===== src/rtl/loop_pkg.sv =====
// Shared types and default sizing for the audio loop sequencer.
package loop_pkg;

  localparam int unsigned LOOP_ADDR_W  = 16;
  localparam int unsigned LOOP_MAX_LEN = 48000;

  typedef enum logic [1:0] {
    IDLE   = 2'd0,
    RECORD = 2'd1,
    PLAY   = 2'd2
  } loop_state_t;

endpackage


===== src/rtl/loop_sequencer_if.sv =====
// Codec handshake and sample RAM control signals of the loop sequencer.
interface loop_sequencer_if
  import loop_pkg::*;
#(
  parameter int unsigned ADDR_W = LOOP_ADDR_W
);

  logic              read_ready;
  logic              write_ready;
  logic              read;
  logic              write;
  logic [ADDR_W-1:0] mem_addr;
  logic              mem_we;

  // Sequencer side.
  modport master (
    input  read_ready,
    input  write_ready,
    output read,
    output write,
    output mem_addr,
    output mem_we
  );

  // Codec / memory side.
  modport slave (
    output read_ready,
    output write_ready,
    input  read,
    input  write,
    input  mem_addr,
    input  mem_we
  );

endinterface


===== src/rtl/loop_addr_counter.sv =====
// Up/down address counter with load, enable and wrap at i_limit (range 0..i_limit).
module loop_addr_counter
  import loop_pkg::*;
#(
  parameter int unsigned Width = LOOP_ADDR_W
) (
  input  logic             clk,
  input  logic             reset,
  input  logic             i_load,
  input  logic [Width-1:0] i_load_val,
  input  logic             i_en,
  input  logic             i_up,
  input  logic [Width-1:0] i_limit,
  output logic [Width-1:0] o_count,
  output logic [Width-1:0] o_next
);

  logic [Width-1:0] r_count;

  // Value the counter takes on the next enabled step, wrapping at both ends.
  always_comb begin
    o_next = r_count;
    if (i_up) begin
      o_next = (r_count == i_limit) ? '0 : r_count + Width'(1);
    end else begin
      o_next = (r_count == '0) ? i_limit : r_count - Width'(1);
    end
  end

  // Load has priority over stepping.
  always_ff @(posedge clk or posedge reset) begin
    if (reset) begin
      r_count <= '0;
    end else if (i_load) begin
      r_count <= i_load_val;
    end else if (i_en) begin
      r_count <= o_next;
    end
  end

  assign o_count = r_count;

endmodule


===== src/rtl/loop_sequencer.sv =====
// Record/play/idle sequencer: codec strobes, sample RAM address and write enable.
module loop_sequencer
  import loop_pkg::*;
#(
  parameter int unsigned ADDR_W  = LOOP_ADDR_W,
  parameter int unsigned MAX_LEN = LOOP_MAX_LEN
) (
  input  logic              clk,
  input  logic              reset,
  input  logic              rec_btn,
  input  logic              reverse,
  loop_sequencer_if.master  bus,
  output logic              play_sel,
  output logic [ADDR_W:0]   loop_len,
  output logic [1:0]        state
);

  localparam logic [1:0] StIdle   = IDLE;
  localparam logic [1:0] StRecord = RECORD;
  localparam logic [1:0] StPlay   = PLAY;

  localparam logic [ADDR_W-1:0] RecLast = ADDR_W'(MAX_LEN - 1);

  logic              r_btn_prev;
  logic              r_strobe;
  logic              r_mem_we;
  logic [ADDR_W-1:0] r_mem_addr;
  logic              r_play_sel;
  logic [ADDR_W:0]   r_loop_len;
  logic [1:0]        r_state;
  logic              r_play_first;

  logic              w_press;
  logic              w_tick;
  logic [1:0]        w_state_nxt;
  logic [ADDR_W:0]   w_len_nxt;
  logic [ADDR_W-1:0] w_addr_nxt;
  logic              w_we_nxt;
  logic              w_play_first_nxt;

  logic              w_rec_load;
  logic              w_rec_en;
  logic [ADDR_W-1:0] w_rec_ptr;
  logic [ADDR_W-1:0] w_unused_rec_next;
  logic [ADDR_W:0]   w_rec_len;

  logic              w_play_load;
  logic [ADDR_W-1:0] w_play_load_val;
  logic              w_play_en;
  logic [ADDR_W-1:0] w_play_ptr;
  logic [ADDR_W-1:0] w_play_next;
  logic [ADDR_W-1:0] w_play_limit;
  logic              w_unused_len_msb;

  assign w_press = rec_btn & ~r_btn_prev;
  assign w_tick  = bus.read_ready & bus.write_ready & ~r_strobe;

  // Length of the take if recording stops now; includes a sample written this cycle.
  assign w_rec_len = {1'b0, w_rec_ptr} + (ADDR_W + 1)'(w_tick);

  // loop_len >= 1 whenever PLAY uses this limit.
  assign {w_unused_len_msb, w_play_limit} = r_loop_len - (ADDR_W + 1)'(1);

  loop_addr_counter #(
    .Width (ADDR_W)
  ) u_rec_ptr (
    .clk        (clk),
    .reset      (reset),
    .i_load     (w_rec_load),
    .i_load_val ('0),
    .i_en       (w_rec_en),
    .i_up       (1'b1),
    .i_limit    (RecLast),
    .o_count    (w_rec_ptr),
    .o_next     (w_unused_rec_next)
  );

  loop_addr_counter #(
    .Width (ADDR_W)
  ) u_play_ptr (
    .clk        (clk),
    .reset      (reset),
    .i_load     (w_play_load),
    .i_load_val (w_play_load_val),
    .i_en       (w_play_en),
    .i_up       (~reverse),
    .i_limit    (w_play_limit),
    .o_count    (w_play_ptr),
    .o_next     (w_play_next)
  );

  // FSM next state; a same-cycle tick is serviced before the transition applies.
  always_comb begin
    w_state_nxt      = r_state;
    w_len_nxt        = r_loop_len;
    w_addr_nxt       = r_mem_addr;
    w_we_nxt         = 1'b0;
    w_play_first_nxt = r_play_first;
    w_rec_load       = 1'b0;
    w_rec_en         = 1'b0;
    w_play_load      = 1'b0;
    w_play_load_val  = '0;
    w_play_en        = 1'b0;
    case (r_state)
      StIdle: begin
        if (w_press) begin
          w_state_nxt = StRecord;
          w_rec_load  = 1'b1;
        end
      end
      StRecord: begin
        if (w_tick) begin
          w_we_nxt   = 1'b1;
          w_addr_nxt = w_rec_ptr;
          w_rec_en   = 1'b1;
        end
        // Auto-stop consumes a simultaneous press.
        if ((w_tick && (w_rec_ptr == RecLast)) ||
            (w_press && (w_tick || (w_rec_ptr != '0)))) begin
          w_state_nxt      = StPlay;
          w_len_nxt        = w_rec_len;
          w_play_load      = 1'b1;
          w_play_first_nxt = 1'b1;
          // Reverse starts at the last sample written, i.e. w_rec_len - 1.
          if (reverse) begin
            w_play_load_val = w_tick ? w_rec_ptr : w_rec_ptr - ADDR_W'(1);
          end
        end else if (w_press) begin
          w_state_nxt = StIdle;
        end
      end
      StPlay: begin
        if (w_tick) begin
          w_play_first_nxt = 1'b0;
          // The pointer holds the last address read, so a direction change
          // steps away from it in the new direction.
          if (r_play_first) begin
            w_addr_nxt = w_play_ptr;
          end else begin
            w_play_en  = 1'b1;
            w_addr_nxt = w_play_next;
          end
        end
        if (w_press) begin
          w_state_nxt = StIdle;
        end
      end
      default: begin
        w_state_nxt = StIdle;
      end
    endcase
  end

  // Registered state and outputs.
  always_ff @(posedge clk or posedge reset) begin
    if (reset) begin
      r_btn_prev   <= 1'b0;
      r_strobe     <= 1'b0;
      r_mem_we     <= 1'b0;
      r_mem_addr   <= '0;
      r_play_sel   <= 1'b0;
      r_loop_len   <= '0;
      r_state      <= StIdle;
      r_play_first <= 1'b0;
    end else begin
      r_btn_prev   <= rec_btn;
      r_strobe     <= w_tick;
      r_mem_we     <= w_we_nxt;
      r_mem_addr   <= w_addr_nxt;
      r_play_sel   <= (w_state_nxt == StPlay);
      r_loop_len   <= w_len_nxt;
      r_state      <= w_state_nxt;
      r_play_first <= w_play_first_nxt;
    end
  end

  assign bus.read     = r_strobe;
  assign bus.write    = r_strobe;
  assign bus.mem_we   = r_mem_we;
  assign bus.mem_addr = r_mem_addr;
  assign play_sel     = r_play_sel;
  assign loop_len     = r_loop_len;
  assign state        = r_state;

endmodule


===== src/flat_wrapper.sv =====
// flat-port wrapper written by rule: the top's interface ports become plain ports
module loop_sequencer_flat import loop_pkg::*;
#(
  parameter int unsigned ADDR_W  = LOOP_ADDR_W,
  parameter int unsigned MAX_LEN = LOOP_MAX_LEN
)
  (clk, reset, rec_btn, reverse, play_sel, loop_len, state, bus_read_ready, bus_write_ready, bus_read, bus_write, bus_mem_addr, bus_mem_we);
  loop_sequencer_if #(.ADDR_W(ADDR_W)) bus_i ();
  input  logic clk;
  input  logic reset;
  input  logic rec_btn;
  input  logic reverse;
  output logic play_sel;
  output logic [ADDR_W:0] loop_len;
  output logic [1:0] state;
  input wire logic [$bits(bus_i.read_ready)-1:0] bus_read_ready;
  input wire logic [$bits(bus_i.write_ready)-1:0] bus_write_ready;
  output wire logic [$bits(bus_i.read)-1:0] bus_read;
  output wire logic [$bits(bus_i.write)-1:0] bus_write;
  output wire logic [$bits(bus_i.mem_addr)-1:0] bus_mem_addr;
  output wire logic [$bits(bus_i.mem_we)-1:0] bus_mem_we;
  assign bus_i.read_ready = bus_read_ready;
  assign bus_i.write_ready = bus_write_ready;
  assign bus_read = bus_i.read;
  assign bus_write = bus_i.write;
  assign bus_mem_addr = bus_i.mem_addr;
  assign bus_mem_we = bus_i.mem_we;
  loop_sequencer #(.ADDR_W(ADDR_W), .MAX_LEN(MAX_LEN)) u_core (.clk(clk), .reset(reset), .rec_btn(rec_btn), .reverse(reverse), .bus(bus_i), .play_sel(play_sel), .loop_len(loop_len), .state(state));
endmodule

===== config.mk =====
export PLATFORM = sky130hd
export DESIGN_NAME = loop_sequencer_flat
export DESIGN_NICKNAME = d
export VERILOG_FILES = /design/src/rtl/loop_pkg.sv /design/src/rtl/loop_sequencer_if.sv /design/src/rtl/loop_addr_counter.sv /design/src/rtl/loop_sequencer.sv /design/src/flat_wrapper.sv
export SDC_FILE = /design/constraint.sdc
export NUM_CORES = 1
export LEC_CHECK = 0
export CORE_ASPECT_RATIO = 0.6
export CORE_UTILIZATION = 34
export DETAILED_ROUTE_END_ITERATION = 10
export HOLD_SLACK_MARGIN = 0.12
export SYNTH_ARGS = -nofsm -noshare
export SYNTH_HDL_FRONTEND = slang
export SYNTH_SLANG_ARGS = --single-unit

===== constraint.sdc =====
create_clock -name clk -period 3.2 [get_ports clk]
set_input_delay 0.96 -clock clk [delete_from_list [all_inputs] [get_ports clk]]
set_output_delay 0.96 -clock clk [all_outputs]
set_load 0.005 [all_outputs]

==> results of run 1 <==
-- state kept, by name (all words and copies together) (netlist names), 2 cells and up --
name	cells
u_core.bus.mem_addr	16
u_core.state	2
u_core.loop_len	17
u_core.u_rec_ptr.o_count	16
u_core.u_play_ptr.o_count	16
-- critical path, cell delays in order, from the launching register on --
cell      delay, ns
dfrtp_1        0.40
inv_1          0.09
ha_1           0.20
or3b_2         0.48
buf_4          0.18
or3_1          0.34
a21oi_1        0.16
a2111o_1       0.18
nor4_4         0.06
buf_12         0.17
o41ai_1        0.45
a22oi_1        0.15
o21ai_0        0.17
-- routing by layer --
metal / vias up / GRT usage, % / share of wire (%)
met5: - / 0 / 0
met4: 0 / 4.72 / 1.1
met3: 26 / 8.29 / 11
met2: 329 / 29.3 / 36
met1: 2980 / 41.6 / 51
li1: 2869 / - / -
-- path summary, 6_finish.rpt --
kind,end,start,slack [ns],cells past startpoint
min in group asynchronous,u_core.loop_len[16],reset,1.02,3
max in group asynchronous,u_core.u_play_ptr.o_count[12],reset,1.82,3
worst min register to register,u_core.loop_len[16],u_core.loop_len[16],0.48,2
worst min-delay path,u_core.loop_len[16],u_core.loop_len[16],0.48,2
worst max register to register,u_core.u_play_ptr.o_count[4],u_core.loop_len[0],0.07,12
worst max-delay path,u_core.u_play_ptr.o_count[4],u_core.loop_len[0],0.07,12
-- cells in the mapped netlist, types with 13 or more instances --
| master | number |
|---|---|
| nor4_1 | 14 |
| dfrtp_1 | 72 |
| xor2_1 | 35 |
| o211ai_1 | 23 |
| nor3_1 | 34 |
| nor2_1 | 56 |
| a21oi_1 | 34 |
| ha_1 | 13 |
| nand4_1 | 15 |
| nand3_1 | 37 |
| xnor2_1 | 38 |
| clkbuf_1 | 58 |
| o31ai_1 | 13 |
| inv_1 | 16 |
| o21ai_0 | 71 |
| nand2_1 | 88 |
-- cells by family after synthesis --
logic type	Yosys count	synth area share (%)
xor gates and xnor gates	77	12.5
buffers and inverters	88	6.06
and+or+nand+nor	311	26.8
adders and majority gates	13	2.78
DFF	72	30.7
AOI/OAI and AO/OA	190	20.3
muxes	5	0.876
-- metrics by stage --
step                      setup slack [ns]  util, %  TNS [ns]  power (mW)
after global placement             -0.0156     42.6   -0.0156        4.50
after detailed placement           -0.0212     42.6   -0.0212        4.49
after floorplan                     0.0501        -         0        3.29
after global routing               -0.0717     45.1    -0.277        6.20
after CTS                           0.0420     44.8         0        5.76
final                               0.0651     45.1         0        5.85
-- power by group through the flow --
stage / logic [mW] / registers [mW] / clock network [mW]
detailed placement: 3.14 / 1.35 / 0
global route: 3.52 / 1.37 / 1.31
global placement: 3.14 / 1.36 / 0
CTS: 3.17 / 1.34 / 1.26
finish: 3.25 / 1.35 / 1.25
floorplan: 2.02 / 1.27 / 0
-- layout make-up --
class / count / area share (%)
Multi-Input combinational cell: 596 / 50.2
Timing Repair Buffer: 139 / 16.1
Sequential cell: 72 / 24.2
Inverter: 18 / 0.907
Clock buffer: 9 / 3.02
Tap cell: 228 / 3.83
Clock inverter: 6 / 1.78
-- what timing repair did --
action / 4_1_cts / 5_1_grt
pin swaps: 1 / 1
setup buffers: 0 / 2
endpoints found under the hold margin: 0 / 0
gates resized for setup: 1 / 6
setup endpoints to repair: 2 / 11
==> metrics.txt, run 1 <==
status=finished, final reports clean; most frequent cells in the layout=buf_4, nand2_1, dfrtp_1, o21ai_0, nor2_1; TritonCTS buffer count=9; DR WL/cell=20.1 µm; Reg area=1800 µm²; First-pass DRT Iterations=5; Syn-to-layout area delta=27.1%; pwr dens=785 nW/µm²; residual DRC count=0; die area=roughly 18000 µm²; antenna violations before repair=0; Hold Crit Class=register to register; vias in the first global route=roughly 5700; DP Area=7040 µm²; Final GP Congestion=0.944; Multi-input gate area=3740 µm²; ant diodes=0; pins over their slew limit=0; Antenna Nets Post-Route=0; fin crit period=3.13 ns; Final #Nets=855; register area share after synthesis=30.7%; Post-synth EDFFs=0; clk_lat worst skew=0.34 ns; Clock Root Buffer=clkbuf_16; combinational share of power=55.6%; Rows=36; Post-Syn Area=5860 µm²; critical path endpoint category=register; fin crit share=between 90% and 100%; Placed Cells=1051; unrepaired setup endpoints after global routing=true; WHS=0.484 ns; total number of yosys warnings=0; Fin. Hold Viols=0; post-synth cell types=66; die height=104 µm; Reg clk slew, reported paths=roughly 0.060 ns; core area=16500 µm²; CTS Hold Bufs=0; final clock skew=0.00771 ns; Clock Power Share=21.4%; initial core utilization=35.4%; switching power=2.50 mW; Critical Path Start Type=register; Yosys reg bits=around 70; fill cell count=1674; DR iter-0 viols=a little over 600; Synth Area per Inst=7.75 µm²; Rel. slew slack=40.2%; CP arrival=approximately 3.4 ns; commonest register cell after synthesis=dfrtp_1; Clock Sinks=72; post-route cell area=7450 µm²; setup violators final=0; vias per inst=5.81; All-Layer GR Usage=between 20% and 30%; worst setup path class=register to register; Slew @ Worst Pin=around 0.9 ns; Port Buffers=44; Area contributors post-synth=dfrtp_1, o21ai_0, xnor2_1; fmax=0.319 GHz; # IOs=45; LEAKAGE=around 3.1 nW; worst vdd ir=0.373 mV; total grt overflow=0; Net Sw Frac=~43%; total number of vias=6204; required time worst endpoint=3.46 ns; largest net degree at the start of global routing=73; first-pass GRT wire length=33800 µm; area leader, netlist=dfrtp_1; leading cell type in the layout, fill and taps excluded=buf_4; FFs w/ async S/R, synth=100%; layout cell share with drive strength beyond 1=15.4%; H-tree Lvls=3; Post-Synthesis Cells=756; Post-Layout Cell Count=1068; Post-Syn Nets=775; drt total wl=21500 µm; Worst Path Max Fanout=15; placed wire-length estimate=roughly 16000 µm; CTS tree=built; Die X=approximately 170 µm; Flop pwr share=between 20% and 30%; post-synth top area share=30.7%; maximum clock path buffer count=2; Int Power=3.35 mW; maxcap violations=0
No activity file was read; power rests on OpenSTA's default activity.
==> run 2, diff against run 1 <==
Settings changed: CAP_MARGIN set to 20.
==> results of run 2 <==
The final DEF is identical to that of run 1; final timing and power are the same.
==> run 3, diff against run 2 <==
Settings changed: CORE_MARGIN set to 10, REMOVE_ABC_BUFFERS set to 1.
==> run 3 against run 2 <==
Against the previous run: the run now ends with setup timing left; combinational power is 7.4% higher; fmax decreased by 2.4%; worst hold slack lost 0.0030 ns; clock skew is 0.0051 ns higher; setup slack worse by 0.076 ns; largest cell class unchanged.
==> metrics.txt, run 3 (synthesized netlist as in run 1, its figures left out) <==
status=finished, violations left; violated checks=setup timing; DR iter-0 viols=852 (+38%); vias in the first global route=5731 (+0.76%); Die X=189 µm (+10%); fill cell count=1701 (+1.6%); metal3 WL=3180 µm (+29%); Multi-input gate area=3880 µm² (+3.9%); critical path endpoint category=register; Fin. Hold Viols=0 (unchanged); Post-Layout Cell Count=1087 (+1.8%); DR top layer=met4; Final GP Congestion=0.957 (+1.4%); first-pass GRT wire length=34700 µm (+2.7%); Clock Sinks=72 (unchanged); worst setup path class=register to register; Placed Cells=1062 (+1.0%); fmax=0.311 GHz (-2.4%); maximum clock path buffer count=2 (unchanged); core area=17000 µm² (+3.1%); die height=122 µm (+17%); Final #Nets=867 (+1.4%); Rel. slew slack=53.4% (+13 points); layout cell share with drive strength beyond 1=19.0% (+3.6 points); Critical Path Start Type=register; LEAKAGE=3.17 nW (+2.5%); Net Sw Frac=45.2% (+2.5 points); metal2 WL=8270 µm (+7.0%); # IOs=45 (unchanged); vias per inst=5.74 (-1.2%); worst vdd ir=0.627 mV (+68%); Antenna Nets Post-Route=0 (unchanged); pins over their slew limit=0 (unchanged); final clock skew=0.0128 ns (+0.00506 ns); Reg area=1800 µm² (about the same); fin crit period=3.21 ns (+0.0761 ns); Reg clk slew, reported paths=0.07 ns (about the same); die area=23100 µm² (+30%); met1 WL=11100 µm (+0.13%); switching power=2.64 mW (+5.5%); fin crit share=100% (+2.4 points); Int Power=3.19 mW (-4.7%); Place WS=-0.00700 ns (+0.0142 ns); DR WL/cell=20.9 µm (+3.9%); Syn-to-layout area delta=31.1%; initial core utilization=34.4% (-1.1 points); unrepaired setup endpoints after global routing=true; drt total wl=22700 µm (+5.7%); TritonCTS buffer count=9 (unchanged); antenna violations before repair=1 (+1); clk_lat worst skew=0.35 ns (about the same); Worst Path Max Fanout=8 (-7); final core occ=45.1% (about the same); largest net degree at the start of global routing=37 (-49%); CTS tree=built; H-tree Lvls=3 (unchanged); pwr dens=759 nW/µm² (-3.4%); setup ws final=-0.0110 ns (-0.0761 ns); Clock Root Buffer=clkbuf_16; Rows=37 (+2.8%); total grt overflow=0 (unchanged); Flop pwr share=23.6% (+0.5 points); setup violators final=2 (+2); Port Buffers=44 (unchanged); total number of vias=6240 (+0.58%); maxcap violations=0 (unchanged); combinational share of power=59.9% (+4.3 points); Slew @ Worst Pin=0.690 ns (-0.199 ns); Hold Crit Class=register to register; Clock Power Share=16.5% (-4.9 points); required time worst endpoint=3.42 ns (-0.04 ns); most frequent cells in the layout=buf_4, nand2_1, dfrtp_1, o21ai_0, nor2_1; Largest register FFs=17 (unchanged); ant diodes=0 (unchanged); placed wire-length estimate=17200 µm (+5.1%); residual DRC count=0 (unchanged); CP arrival=3.43 ns (+0.04 ns); All-Layer GR Usage=19.3% (-5.7 points); First-pass DRT Iterations=5 (unchanged); leading cell type in the layout, fill and taps excluded=buf_4
run 3: cell count changes in the layout (fill, tap and decap cells not counted), sizes merged:
cell      delta
buf         +11
clkinvlp     +1
bufinv       -4
clkbuf       +1
clkinv       +4
run 3: worst paths after layout:
path / start / to / slack (ns) / cells after the start
worst max-delay path: u_core.loop_len[0] / u_core.bus.mem_addr[2] / -0.01 / 14
worst min-delay path: u_core.loop_len[16] / u_core.loop_len[16] / 0.48 / 2
worst max register to register: u_core.loop_len[0] / u_core.bus.mem_addr[2] / -0.01 / 14
worst min register to register: u_core.loop_len[16] / u_core.loop_len[16] / 0.48 / 2
max in group asynchronous: reset / u_core.bus.mem_addr[4] / 1.61 / 3
min in group asynchronous: reset / u_core.u_rec_ptr.o_count[7] / 0.98 / 2
run 3: area by class of cell:
| type | count | share of cell area (%) |
|---|---|---|
| Sequential cell | 72 | 23.5 |
| Inverter | 18 | 0.896 |
| Clock buffer | 9 | 2.93 |
| Clock inverter | 7 | 0.619 |
| Multi-Input combinational cell | 596 | 50.5 |
| Timing Repair Buffer | 151 | 17.7 |
| Tap cell | 234 | 3.81 |
run 3: power groups by stage:
stage	combinational, mW	sequential [mW]	clock, mW
after global placement	3.18	1.37	0
after floorplan	1.74	1.44	0
after CTS	3.22	1.36	0.979
after global routing	3.78	1.40	1.02
after detailed placement	3.19	1.38	0
final	3.49	1.38	0.961
run 3: critical path, cell delays in order, from the launching register on:
cell      delay (ns)
dfrtp_2         0.42
inv_2           0.08
ha_4            0.13
or3b_4          0.38
buf_4           0.15
o31ai_2         0.20
mux2i_1         0.12
a2111o_1        0.46
nor4_4          0.30
buf_6           0.17
buf_12          0.13
buf_12          0.14
nor3_1          0.06
o21ai_0         0.22
a21oi_1         0.12
run 3: per-stage QoR:
step / hold slack (ns) / power (mW) / instance area, µm² / TNS (ns)
2_1_floorplan: 0.473 / 3.17 / 5570 / -6.80
3_3_place_gp: 0.467 / 4.55 / 7110 / -0.0187
3_5_place_dp: 0.476 / 4.57 / 7110 / -0.00978
4_1_cts: 0.489 / 5.56 / 7380 / -0.0533
5_1_grt: 0.545 / 6.20 / 7680 / -1.56
6_report: 0.481 / 5.83 / 7680 / -0.0182
run 3: metal layers:
layer	global-route usage [%]	vias to the layer above
li1	-	2902
met1	30.4	2985
met2	24.1	332
met3	6.96	21
met4	2.76	0
met5	0	-
run 3: repair_timing:
item,CTS,global route
buffers inserted,0,8
hold endpoints to repair,0,0
cloned,0,1
hold buffers,0,0
setup endpoints to repair,7,31
resized for setup,0,53
pin swaps,1,29
